`src/rtl/multi_cycle_ctrl_pkg.sv`:
```
// rtl/multi_cycle_ctrl_pkg.sv - shared encodings for the multi-cycle MIPS control unit
//
// Purpose : opcode/funct constants, state and instruction-class enums,
//           datapath select encodings and the per-class select table.
// Ports   : none (package).
package multi_cycle_ctrl_pkg;

   // Opcode / funct values of the supported instructions
   localparam logic [5:0] OP_RTYPE   = 6'h00;
   localparam logic [5:0] OP_JAL     = 6'h03;
   localparam logic [5:0] OP_BEQ     = 6'h04;
   localparam logic [5:0] OP_ORI     = 6'h0D;
   localparam logic [5:0] OP_LW      = 6'h23;
   localparam logic [5:0] OP_SW      = 6'h2B;
   localparam logic [5:0] FUNCT_ADDU = 6'h21;
   localparam logic [5:0] FUNCT_SUBU = 6'h23;

   // RF write data source
   localparam logic [1:0] WD_ALU   = 2'b00;
   localparam logic [1:0] WD_DM    = 2'b01;
   localparam logic [1:0] WD_PC4   = 2'b10;
   // Next-PC source
   localparam logic [1:0] NPC_PC4  = 2'b00;
   localparam logic [1:0] NPC_BR   = 2'b01;
   localparam logic [1:0] NPC_JUMP = 2'b10;
   // ALU operation
   localparam logic [1:0] ALU_ADD  = 2'b00;
   localparam logic [1:0] ALU_SUB  = 2'b01;
   localparam logic [1:0] ALU_OR   = 2'b10;
   // Destination register
   localparam logic [1:0] GPR_RD   = 2'b00;
   localparam logic [1:0] GPR_RT   = 2'b01;
   localparam logic [1:0] GPR_RA   = 2'b10;
   // Immediate extender mode
   localparam logic [1:0] EXT_NONE = 2'b00;
   localparam logic [1:0] EXT_IMM  = 2'b01;

   typedef enum logic [3:0] {
      S_FETCH  = 4'd0,
      S_DECODE = 4'd1,
      S_EXE    = 4'd2,
      S_MEMADR = 4'd3,
      S_MEMRD  = 4'd4,
      S_MEMWR  = 4'd5,
      S_WB     = 4'd6,
      S_BRANCH = 4'd7,
      S_JUMP   = 4'd8,
      S_ILL    = 4'd9
   } state_t;

   typedef enum logic [2:0] {
      IC_ADDU,
      IC_SUBU,
      IC_ORI,
      IC_LW,
      IC_SW,
      IC_BEQ,
      IC_JAL,
      IC_ILLEGAL
   } instr_class_t;

   typedef struct packed {
      logic       bsel;
      logic [1:0] wdsel;
      logic [1:0] extop;
      logic [1:0] aluop;
      logic [1:0] gprsel;
   } sel_t;

   // Selects an instruction keeps for its whole post-decode lifetime
   function automatic sel_t class_sels(input instr_class_t c);
      sel_t s;
      s = '{bsel: 1'b0, wdsel: WD_ALU, extop: EXT_NONE, aluop: ALU_ADD, gprsel: GPR_RD};
      case (c)
         IC_ADDU: s.aluop = ALU_ADD;
         IC_SUBU: s.aluop = ALU_SUB;
         IC_ORI: begin
            s.aluop  = ALU_OR;
            s.bsel   = 1'b1;
            s.extop  = EXT_IMM;
            s.gprsel = GPR_RT;
         end
         IC_LW: begin
            s.bsel   = 1'b1;
            s.extop  = EXT_IMM;
            s.wdsel  = WD_DM;
            s.gprsel = GPR_RT;
         end
         IC_SW: begin
            s.bsel   = 1'b1;
            s.extop  = EXT_IMM;
         end
         IC_BEQ: begin
            s.aluop  = ALU_SUB;
            s.extop  = EXT_IMM;
         end
         IC_JAL: begin
            s.wdsel  = WD_PC4;
            s.gprsel = GPR_RA;
         end
         default: ;
      endcase
      return s;
   endfunction

endpackage

```
`src/rtl/multi_cycle_ctrl_if.sv`:
```
// rtl/multi_cycle_ctrl_if.sv - IR/datapath-facing bundle of the multi-cycle control unit
//
// Purpose : groups the instruction fields, datapath status and all control
//           outputs of multi_cycle_ctrl.
// Signals : OP, Funct, Zero, MemRdy (to controller);
//           PCWr, IRWr, RFWr, DMWr, BSel, WDSel, NPCOp, EXTOp, ALUOp, GPRSel,
//           State, IllegalInstr, InstrCnt (from controller).
// Modports: master = controller side, slave = datapath side.
interface multi_cycle_ctrl_if #(
   parameter int CNT_W = 32
);
   logic [5:0]       OP;
   logic [5:0]       Funct;
   logic             Zero;
   logic             MemRdy;
   logic             PCWr;
   logic             IRWr;
   logic             RFWr;
   logic             DMWr;
   logic             BSel;
   logic [1:0]       WDSel;
   logic [1:0]       NPCOp;
   logic [1:0]       EXTOp;
   logic [1:0]       ALUOp;
   logic [1:0]       GPRSel;
   logic [3:0]       State;
   logic             IllegalInstr;
   logic [CNT_W-1:0] InstrCnt;

   modport master (
      input  OP, Funct, Zero, MemRdy,
      output PCWr, IRWr, RFWr, DMWr, BSel, WDSel, NPCOp, EXTOp, ALUOp, GPRSel,
             State, IllegalInstr, InstrCnt
   );

   modport slave (
      output OP, Funct, Zero, MemRdy,
      input  PCWr, IRWr, RFWr, DMWr, BSel, WDSel, NPCOp, EXTOp, ALUOp, GPRSel,
             State, IllegalInstr, InstrCnt
   );
endinterface

```
`src/rtl/multi_cycle_ctrl_mc_decode.sv`:
```
// rtl/multi_cycle_ctrl_mc_decode.sv - opcode/funct to instruction-class decoder
//
// Purpose : purely combinational classification of an instruction.
// Ports   : i_op    in  6  opcode field
//           i_funct in  6  funct field
//           o_class out    instruction class (IC_ILLEGAL if unsupported)
module mc_decode
   import multi_cycle_ctrl_pkg::*;
(
   input  logic [5:0]   i_op,
   input  logic [5:0]   i_funct,
   output instr_class_t o_class
);

   always_comb begin
      o_class = IC_ILLEGAL;
      case (i_op)
         OP_RTYPE: begin
            if (i_funct == FUNCT_ADDU)      o_class = IC_ADDU;
            else if (i_funct == FUNCT_SUBU) o_class = IC_SUBU;
            else                            o_class = IC_ILLEGAL;
         end
         OP_ORI:  o_class = IC_ORI;
         OP_LW:   o_class = IC_LW;
         OP_SW:   o_class = IC_SW;
         OP_BEQ:  o_class = IC_BEQ;
         OP_JAL:  o_class = IC_JAL;
         default: o_class = IC_ILLEGAL;
      endcase
   end

endmodule

```
`src/rtl/multi_cycle_ctrl.sv`:
```
// rtl/multi_cycle_ctrl.sv - multi-cycle control unit for the MIPS core
//
// Purpose : sequences FETCH, DECODE and an instruction-specific path over a
//           shared ALU and memory port, with memory ready handshake and
//           illegal-opcode trapping.
// Ports   : clk  in  clock
//           rst  in  synchronous reset, active-high
//           bus  multi_cycle_ctrl_if.master (IR fields, status, controls)
module multi_cycle_ctrl
   import multi_cycle_ctrl_pkg::*;
#(
   parameter int CNT_W = 32
) (
   input  logic                  clk,
   input  logic                  rst,
   multi_cycle_ctrl_if.master    bus
);

   state_t           r_state;
   state_t           w_next_state;
   logic [5:0]       r_op_q;
   logic [5:0]       r_funct_q;
   logic [CNT_W-1:0] r_instr_cnt;

   logic [5:0]       w_dec_op;
   logic [5:0]       w_dec_funct;
   instr_class_t     w_class;
   sel_t             w_sel;
   logic             w_retire;

   // In DECODE the latches are not loaded yet, so the next state has to be
   // decided from the live IR fields; everywhere else the latched copy is used.
   assign w_dec_op    = (r_state == S_DECODE) ? bus.OP    : r_op_q;
   assign w_dec_funct = (r_state == S_DECODE) ? bus.Funct : r_funct_q;

   mc_decode u_decode (
      .i_op    (w_dec_op),
      .i_funct (w_dec_funct),
      .o_class (w_class)
   );

   assign w_sel = class_sels(w_class);

   // State register
   always_ff @(posedge clk) begin
      if (rst) r_state <= S_FETCH;
      else     r_state <= w_next_state;
   end

   // IR field latches and retired-instruction counter
   always_ff @(posedge clk) begin
      if (rst) begin
         r_op_q      <= '0;
         r_funct_q   <= '0;
         r_instr_cnt <= '0;
      end else begin
         if (r_state == S_DECODE) begin
            r_op_q    <= bus.OP;
            r_funct_q <= bus.Funct;
         end
         if (w_retire) r_instr_cnt <= r_instr_cnt + 1'b1;
      end
   end

   // Next-state logic
   always_comb begin
      w_next_state = r_state;
      case (r_state)
         S_FETCH:  w_next_state = S_DECODE;
         S_DECODE: begin
            case (w_class)
               IC_ADDU, IC_SUBU, IC_ORI: w_next_state = S_EXE;
               IC_LW, IC_SW:             w_next_state = S_MEMADR;
               IC_BEQ:                   w_next_state = S_BRANCH;
               IC_JAL:                   w_next_state = S_JUMP;
               default:                  w_next_state = S_ILL;
            endcase
         end
         S_EXE:    w_next_state = S_WB;
         S_MEMADR: w_next_state = (w_class == IC_LW) ? S_MEMRD : S_MEMWR;
         S_MEMRD:  w_next_state = bus.MemRdy ? S_WB : S_MEMRD;
         S_MEMWR:  w_next_state = bus.MemRdy ? S_FETCH : S_MEMWR;
         S_WB, S_BRANCH, S_JUMP, S_ILL: w_next_state = S_FETCH;
         default:  w_next_state = S_FETCH;
      endcase
   end

   // Output decode; rst overrides everything so an aborted instruction
   // cannot produce a write in the reset cycle.
   always_comb begin
      bus.PCWr         = 1'b0;
      bus.IRWr         = 1'b0;
      bus.RFWr         = 1'b0;
      bus.DMWr         = 1'b0;
      bus.BSel         = 1'b0;
      bus.WDSel        = WD_ALU;
      bus.NPCOp        = NPC_PC4;
      bus.EXTOp        = EXT_NONE;
      bus.ALUOp        = ALU_ADD;
      bus.GPRSel       = GPR_RD;
      bus.IllegalInstr = 1'b0;
      w_retire         = 1'b0;
      if (!rst) begin
         // Selects track the latched instruction from EXE/MEMADR onward
         if (r_state != S_FETCH && r_state != S_DECODE && r_state != S_ILL) begin
            bus.BSel   = w_sel.bsel;
            bus.WDSel  = w_sel.wdsel;
            bus.EXTOp  = w_sel.extop;
            bus.ALUOp  = w_sel.aluop;
            bus.GPRSel = w_sel.gprsel;
         end
         case (r_state)
            S_FETCH: bus.IRWr = 1'b1;
            S_MEMWR: begin
               bus.DMWr = 1'b1;
               bus.PCWr = bus.MemRdy;
               w_retire = bus.MemRdy;
            end
            S_WB: begin
               bus.RFWr = 1'b1;
               bus.PCWr = 1'b1;
               w_retire = 1'b1;
            end
            S_BRANCH: begin
               bus.PCWr  = 1'b1;
               bus.NPCOp = bus.Zero ? NPC_BR : NPC_PC4;
               w_retire  = 1'b1;
            end
            S_JUMP: begin
               bus.RFWr  = 1'b1;
               bus.PCWr  = 1'b1;
               bus.NPCOp = NPC_JUMP;
               w_retire  = 1'b1;
            end
            S_ILL: begin
               bus.IllegalInstr = 1'b1;
               bus.PCWr         = 1'b1;
            end
            default: ;
         endcase
      end
   end

   assign bus.State    = r_state;
   assign bus.InstrCnt = r_instr_cnt;

endmodule

```
`src/flat_wrapper.sv`:
```
// flat-port wrapper written by rule: the top's interface ports become plain ports
module multi_cycle_ctrl_flat import multi_cycle_ctrl_pkg::*;
#(
   parameter int CNT_W = 32
)
  (clk, rst, bus_OP, bus_Funct, bus_Zero, bus_MemRdy, bus_PCWr, bus_IRWr, bus_RFWr, bus_DMWr, bus_BSel, bus_WDSel, bus_NPCOp, bus_EXTOp, bus_ALUOp, bus_GPRSel, bus_State, bus_IllegalInstr, bus_InstrCnt);
  multi_cycle_ctrl_if #(.CNT_W(CNT_W)) bus_i ();
  input  logic clk;
  input  logic rst;
  input wire logic [$bits(bus_i.OP)-1:0] bus_OP;
  input wire logic [$bits(bus_i.Funct)-1:0] bus_Funct;
  input wire logic [$bits(bus_i.Zero)-1:0] bus_Zero;
  input wire logic [$bits(bus_i.MemRdy)-1:0] bus_MemRdy;
  output wire logic [$bits(bus_i.PCWr)-1:0] bus_PCWr;
  output wire logic [$bits(bus_i.IRWr)-1:0] bus_IRWr;
  output wire logic [$bits(bus_i.RFWr)-1:0] bus_RFWr;
  output wire logic [$bits(bus_i.DMWr)-1:0] bus_DMWr;
  output wire logic [$bits(bus_i.BSel)-1:0] bus_BSel;
  output wire logic [$bits(bus_i.WDSel)-1:0] bus_WDSel;
  output wire logic [$bits(bus_i.NPCOp)-1:0] bus_NPCOp;
  output wire logic [$bits(bus_i.EXTOp)-1:0] bus_EXTOp;
  output wire logic [$bits(bus_i.ALUOp)-1:0] bus_ALUOp;
  output wire logic [$bits(bus_i.GPRSel)-1:0] bus_GPRSel;
  output wire logic [$bits(bus_i.State)-1:0] bus_State;
  output wire logic [$bits(bus_i.IllegalInstr)-1:0] bus_IllegalInstr;
  output wire logic [$bits(bus_i.InstrCnt)-1:0] bus_InstrCnt;
  assign bus_i.OP = bus_OP;
  assign bus_i.Funct = bus_Funct;
  assign bus_i.Zero = bus_Zero;
  assign bus_i.MemRdy = bus_MemRdy;
  assign bus_PCWr = bus_i.PCWr;
  assign bus_IRWr = bus_i.IRWr;
  assign bus_RFWr = bus_i.RFWr;
  assign bus_DMWr = bus_i.DMWr;
  assign bus_BSel = bus_i.BSel;
  assign bus_WDSel = bus_i.WDSel;
  assign bus_NPCOp = bus_i.NPCOp;
  assign bus_EXTOp = bus_i.EXTOp;
  assign bus_ALUOp = bus_i.ALUOp;
  assign bus_GPRSel = bus_i.GPRSel;
  assign bus_State = bus_i.State;
  assign bus_IllegalInstr = bus_i.IllegalInstr;
  assign bus_InstrCnt = bus_i.InstrCnt;
  multi_cycle_ctrl #(.CNT_W(CNT_W)) u_core (.clk(clk), .rst(rst), .bus(bus_i));
endmodule
```
`config.mk`:
```
export PLATFORM = sky130hd
export DESIGN_NAME = multi_cycle_ctrl_flat
export DESIGN_NICKNAME = d
export VERILOG_FILES = /design/src/rtl/multi_cycle_ctrl_pkg.sv /design/src/rtl/multi_cycle_ctrl_if.sv /design/src/rtl/multi_cycle_ctrl_mc_decode.sv /design/src/rtl/multi_cycle_ctrl.sv /design/src/flat_wrapper.sv
export SDC_FILE = /design/constraint.sdc
export NUM_CORES = 1
export LEC_CHECK = 0
export CORE_ASPECT_RATIO = 1.2
export CORE_UTILIZATION = 51
export CTS_BUF_LIST = sky130_fd_sc_hd__clkbuf_2 sky130_fd_sc_hd__clkbuf_4 sky130_fd_sc_hd__clkbuf_8
export DETAILED_ROUTE_END_ITERATION = 12
export PLACE_DENSITY = 0.81
export SLEW_MARGIN = 20
export SYNTH_ARGS = -nofsm -noshare
export SYNTH_HDL_FRONTEND = slang
export SYNTH_SLANG_ARGS = --single-unit
export TNS_END_PERCENT = 100
```
`constraint.sdc`:
```
create_clock -name clk -period 3 [get_ports clk]
set_clock_uncertainty 0.15 [all_clocks]
set_input_delay 0.6 -clock clk [delete_from_list [all_inputs] [get_ports clk]]
set_output_delay 0.6 -clock clk [all_outputs]
set_load 0.03 [all_outputs]
```
==> impl_summary.md <==
Yosys
In this run, synthesis produced a sequential element count of 48. The combinational family with the most area after synthesis is simple AND/OR/NAND/NOR gates. The count of flip-flops with a built-in enable after synthesis is 0.

The mean cell area of the mapped netlist is 7.893 um2. Summing the areas of all and, or, nand and nor instances in the mapped netlist gives 36.36% of the synthesized area. The area share of fa/ha/maj cells after synthesis is 0.4568%. The cell taking the most area after synthesis is sky130_fd_sc_hd__dfxtp_1. Synthesis produced a netlist with a net count of 364. The primary flip-flop cell chosen by synthesis mapping is sky130_fd_sc_hd__dfxtp_1. The area share of the largest cell type after synthesis is 35.08%. Counting flops with an async set or reset pin after synthesis yields a share of 0%.

Yosys attributes the largest share of cell area to sky130_fd_sc_hd__dfxtp_1 35%, sky130_fd_sc_hd__nor2_1 6.4%, sky130_fd_sc_hd__xor2_1 6.1%. The mux contribution to synthesized area is 0.7309%. The total standard cell area after synthesis is 0.002739 mm2.

After Yosys synthesis, XOR and XNOR cells account for 8.634% of the synthesized area. The Yosys warning count is 0. Of the synthesized area, sequential elements account for 35.08%. The number of cells produced by synthesis is 347. Summing the areas of all compound-gate instances in the mapped netlist gives 13.66% of the synthesized area.

The count of different cell masters after synthesis is 58.

STA
The final count of pins violating max slew is 0. The maximum clock frequency is 317.4 MHz. Setup repair after global routing could not meet its margin everywhere.

Counting I/O delays and the setup requirement, the final critical path takes 3.151 ns. Across all setup checks in the final design, the least slack found is -0.1509 ns. In the finished design, the share of the clock period the worst path needs comes to 105.0%. The number of failing hold endpoints at the final stage came to 0. Hold is met by 0.3092 ns. The transition at the pin with the smallest max-transition slack is 0.7807 ns.

The worst pin sits at a relative slew slack of 47.79%. Setup violations remaining at the end of the flow were counted as 4. In the final timing run, aggregate negative setup slack is -0.4669 ns.

Worst setup path
Along the worst path, the maximum fanout reaches 6. The startpoint type of the worst setup path is a register. The internal reg-to-reg setup slack is 0.53 ns. The endpoint identified for the worst register-to-register timing path is u_core.bus.State[2]. At the worst endpoint, the arrival time is 2.40 ns. Measured in cells, the most critical reg-to-reg path has a length of 11. The path type of the worst setup path is reg2out. The launch point of the worst path is u_core.bus.State[3]. The worst register-to-register path begins at u_core.bus.State[3]. The worst setup path is captured at a primary output.

STA puts the critical path data required time at 2.25 ns.

CTS
The number of buffers created by CTS is 5. The clock root buffer is sky130_fd_sc_hd__clkbuf_8. CTS saw 48 sinks.

The clock transition at the register clock pins on the worst setup and hold paths after CTS is 0.08 ns. For this design, the CTS-stage hold fixing added 0 buffers. The longest clock path from root to sink contains 2 buffers. The TritonCTS clock tree is done.

The clock reaches the later pin of the worst-skew pair after 0.30 ns. The clock tree synthesis step divided the H-tree into 2 levels.

Power
Overall power consumption after layout is estimated at 3.001 mW. Combinational logic is responsible for 58.2% of the overall power. Net switching is 38.53% of the power.

The maximum resistive drop on vdd is 0.3506 mV. The switching component of the power is 1.156 mW. Of the total power, registers draw 26.4%. The standby leakage power is 1.590 nW.

Of the total power, the clock network draws 15.4%. The areal power density over the cells is 725.9 mW/mm2. Cell internal power was estimated by the tool at 1.844 mW.

Drt
After the first detailed-routing iteration, the DRC count stood at 276. After detailed routing, the number of vias per cell comes to 5.761. After detailed routing, the number of remaining DRC violations is 0. The routed wire length is 8191 um. The detail route stage leaves a number of antenna-violating nets equal to 0. The first detailed-routing pass ran for 5 iterations. The wire length per cell after detailed routing is 15.66 um. The routed layout has 3013 vias.

Floorplanning
The floorplan has 28 rows. The floorplan die area is 0.005668 mm2. The floorplan step set the die width to 68.90 um. The initial standard-cell utilization of the core is 54.29%. The floorplan step set the die height to 82.28 um. The core footprint is 0.005045 mm2. 68 I/O pins were placed.

Status
The run finished, with violations left. The final reports fail on negative setup slack.

Min path
The tightest min-delay check is of the reg2reg type. The worst hold path terminates at u_core.r_funct_q[2]. The beginning of the worst hold path is u_core.r_funct_q[2]. Counting instances, the worst hold path has a depth of 2.

Cells and area
The final-stage net count is 479. Cells with a size suffix above 1 make up 25.05% of the layout. The repair_antennas step left the layout with diodes totalling 0. At the end of the flow the core is filled with cells to 81.94%. Compared with the post-synthesis result, the final layout area differs by 50.94%. The library cells used most frequently in the layout, excluding fill and tap cells, are 62 x sky130_fd_sc_hd__buf_4, 47 x sky130_fd_sc_hd__dfxtp_1, 46 x sky130_fd_sc_hd__nor2_1. The most common library cell in the layout ignoring fill and taps is sky130_fd_sc_hd__buf_4.

Run
Max-cap violations in this run came to 0.

Placed design
The congestion estimate from routability-driven global placement came to 0.8469. The post-DP HPWL is 5414 um. At the placement stage, the worst setup path has a slack of -0.8828 ns.

The count of buffers from port buffering is 66.

Global routing
The overflow left after global routing is 0. The number of antenna violations at the first check in global routing is 0. The number of global-route vias before repair is 2887. The global-route wire length before repair is 12560 um. For this run, the total global-route usage over all layers was measured as 29.28%.

Entering global routing, the biggest net connects 36 pins.
-- logic make-up after synthesis --
| kind of cell | after synthesis |
|---|---|
| adder cells (fa/ha/maj) | 1 |
| other | 1 |
| flip-flops | 48 |
| XOR/XNOR | 27 |
| AND/OR/NAND/NOR | 182 |
| AO/OA/AOI/OAI | 59 |
| multiplexers | 2 |
| buffers and inverters | 27 |
-- registers in the layout, indices dropped and copies added (netlist names) --
signal and cells:
u_core.r_funct_q 6, u_core.r_op_q 6, u_core.bus.State 4, u_core.bus.InstrCnt 32
-- cell type report --
| class | count | area, um2 |
|---|---|---|
| multi-input combinational | 272 | 1826 |
| tap | 60 | 75.07 |
| timing repair buffer | 129 | 1137 |
| clock inverter | 2 | 35.03 |
| fill | 327 | 910.9 |
| sequential | 48 | 962.2 |
| clock buffer | 6 | 76.32 |
| inverter | 6 | 22.52 |
-- worst max path at each step --
| stage | to | slack (ns) | depth (start not counted) |
|---|---|---|---|
| 2_1_floorplan | bus_WDSel[1] | 0.009 | 7 |
| 3_3_place_gp | bus_EXTOp[0] | -0.86 | 8 |
| 3_5_place_dp | bus_EXTOp[0] | -0.88 | 8 |
| 4_1_cts | bus_GPRSel[1] | -0.12 | 9 |
| 5_1_grt | bus_EXTOp[0] | -0.23 | 9 |
| 6_report | bus_EXTOp[0] | -0.15 | 9 |
-- power by group through the flow --
stage	Clock [mW]	Combinational, mW	Sequential (mW)
2_1_floorplan	0	0.731	0.854
3_3_place_gp	0	1.25	0.793
3_5_place_dp	0	1.28	0.800
4_1_cts	0.472	1.58	0.787
5_1_grt	0.491	1.87	0.798
6_report	0.462	1.75	0.793
-- metrics by stage --
| stage | instances | area (um2) |
|---|---|---|
| global route | 523 | 4134 |
| finish | 523 | 4134 |
| global placement | 500 | 3710 |
| detailed placement | 500 | 3710 |
| CTS | 521 | 4063 |
| floorplan | 347 | 2746 |
-- synth_stat cells, drive strengths merged (5+ instances only) --
master   n
nand3   17
nand2   40
inv      5
or3      6
dfxtp   48
o21ai    8
xor2    19
nor2b    7
a21oi   27
nor2    47
xnor2    8
clkbuf  12
nor4     5
nand2b   9
nor3    12
nand4   12
buf      9
-- per-layer routing --
layer  share of wire, %  up-vias  global-route usage, %
met5                  0        -                      0
met4                2.5        0                  11.84
met3                4.7       22                  4.670
met2                 54      111                  54.85
met1                 39     1424                  31.75
li1                   -     1456                      -
-- timing repair --
item | CTS | global route
resized for setup | 67 | 10
hold endpoints to repair | 0 | 0
setup endpoints to repair | 6 | 7
buffers inserted | 13 | 2
pin swaps | 17 | 3
-- worst max-delay path: stages, from the launching register on --
cell and delay (ns):
sky130_fd_sc_hd__dfxtp_2 0.32, sky130_fd_sc_hd__or4b_4 0.55, sky130_fd_sc_hd__buf_8 0.16, sky130_fd_sc_hd__buf_6 0.12
sky130_fd_sc_hd__nand2_4 0.06, sky130_fd_sc_hd__o22a_1 0.17, sky130_fd_sc_hd__nor4b_4 0.26, sky130_fd_sc_hd__buf_4 0.17
sky130_fd_sc_hd__a31o_1 0.16, sky130_fd_sc_hd__buf_6 0.13
No activity file was read; power rests on OpenSTA's default activity.
==> RTL edit (same flow settings) <==
`CNT_W` is set to 32 in 3 places; all go to 48.
--- a/src/rtl/multi_cycle_ctrl_if.sv
+++ b/src/rtl/multi_cycle_ctrl_if.sv
@@ -9,3 +9,3 @@
 interface multi_cycle_ctrl_if #(
-   parameter int CNT_W = 32
+   parameter int CNT_W = 48
 );
--- a/src/rtl/multi_cycle_ctrl.sv
+++ b/src/rtl/multi_cycle_ctrl.sv
@@ -11,3 +11,3 @@
 #(
-   parameter int CNT_W = 32
+   parameter int CNT_W = 48
 ) (
--- a/src/flat_wrapper.sv
+++ b/src/flat_wrapper.sv
@@ -3,3 +3,3 @@
 #(
-   parameter int CNT_W = 32
+   parameter int CNT_W = 48
 )
Interface: changed (resized bus_InstrCnt); port bits go from 68 to 84. The function was not compared with the original's and may differ.
==> RTL edit against the original RTL <==
The flow still finishes with violations (setup timing); area after synthesis is 23% higher; first-iteration DRC count fell by 39%; total power rose by 16%; synthesized cell count up 21%; die area up 23%; clock power rose by 53%; largest power group unchanged; fmax is 1.6% higher; sequential cell count rose by 16; routed wire length is 21% higher; via count up 20%; highest routed layer unchanged; utilization down 4.9 points; final area increased by 19%; worst setup slack improved by 0.051 ns.
==> RTL edit: results (changes against the original RTL) <==
* Number of global-route vias before repair at 3305 (was 2887)
* Area after DPL at 4390 µm² (was 3710 µm²)
* H-tree depth at 3 (was 2)
* P_leak at 0.00192 µW (was 0.00159 µW)
* TritonCTS Buffers at 9 (was 5)
* Slowest cell on the critical path: or4_4 (was or4b_4)
* Max reg flops at 48 (was 32)
* Layout Cells excl Fill at 629 (was 523)
* Worst Tran Pin Value at 0.769 ns (was 0.781 ns)
* Seq/Total Area, Yosys at 38.0% (was 35.1%)
* WL met3 at 547 µm (was 388 µm)
* Setup crit start: bus_OP[1] (was u_core.bus.State[3])
* Status: finished, violations left (unchanged)
* Total track usage at 26.6% (was 29.3%)
* Post-synth top cells: dfxtp_1, nor2_1, nand2_1, xor2_1 (was dfxtp_1, nor2_1, nand2_1, a21oi_1, xor2_1)
* Final #Nets at 556 (was 479)
* Routed met2 length at 5010 µm (was 4390 µm)
* Setup TNS at -0.205 ns (was -0.467 ns)
* Max VDD drop at 0.000567 V (was 0.000351 V)
* M2 GR Usage at 47.0% (was 54.9%)
* Setup ws final at -0.100 ns (was -0.151 ns)
* Reg-to-Reg Start: u_core.bus.State[1] (was u_core.bus.State[3])
* Violated checks: setup timing (unchanged)
* CP arrival at 2.35 ns (was 2.40 ns)
* Final setup violation count at 3 (was 4)
* Cell count after synthesis at 420 (was 347)
* Dpl ws at -0.384 ns (was -0.883 ns)
* First-pass GRT wire length at 15000 µm (was 12600 µm)
[RTL edit: changes by cell type after synthesis, moves of 4 or more]
cell / change
nor2_1: +16
and3_1: +8
nor3_1: -5
nand3_1: +4
o21ai_0: +8
o21ai_1: -6
or3_1: -4
clkbuf_1: +4
dfxtp_1: +16
nand2_1: +9
and2_1: +7
nand4_1: +13
xor2_1: +18
[RTL edit: final cells by class]
cell class / instances / area (µm²) / share of cell area, %
multi-input cells: 329 / 2140 / 43.4
clock inverters: 6 / 60.1 / 1.22
well taps: 85 / 106 / 2.15
clock buffers: 10 / 131 / 2.66
repair buffers: 133 / 1200 / 24.3
inverters: 2 / 7.51 / 0.152
flip-flops and latches: 64 / 1290 / 26.2
[RTL edit: path summary, 6_finish.rpt]
check / endpoint / slack, ns / depth (start not counted)
hold / removal: u_core.r_funct_q[2] / 0.31 / 2
setup / recovery: bus_WDSel[1] / -0.10 / 8
hold reg to reg: u_core.r_funct_q[2] / 0.31 / 2
setup reg to reg: u_core.bus.State[3] / 0.51 / 9
[RTL edit: what timing repair did]
item	in CTS	in global routing
pin swaps	11	13
endpoints found under the setup margin	5	8
gates resized for setup	29	32
buffers inserted	16	6
[RTL edit: cells by family after synthesis]
family	after synthesis
AOI/OAI and AO/OA	52
xor gates and xnor gates	42
adders and majority gates	1
buffers and inverters	27
DFF	64
muxes	3
other	1
and+or+nand+nor	230
[RTL edit: power breakdown]
part,switching (µW),internal (µW),leakage [µW]
sequential,90.6,945,0.000520
clock,321,388,0.0000955
combinational,950,788,0.00131
total,1360,2120,0.00192
[RTL edit: tightest hold or removal path, cell delays in order (launching register included)]
cell and delay, ns:
dfxtp_1 0.32, nand2_1 0.05, a21oi_1 0.05
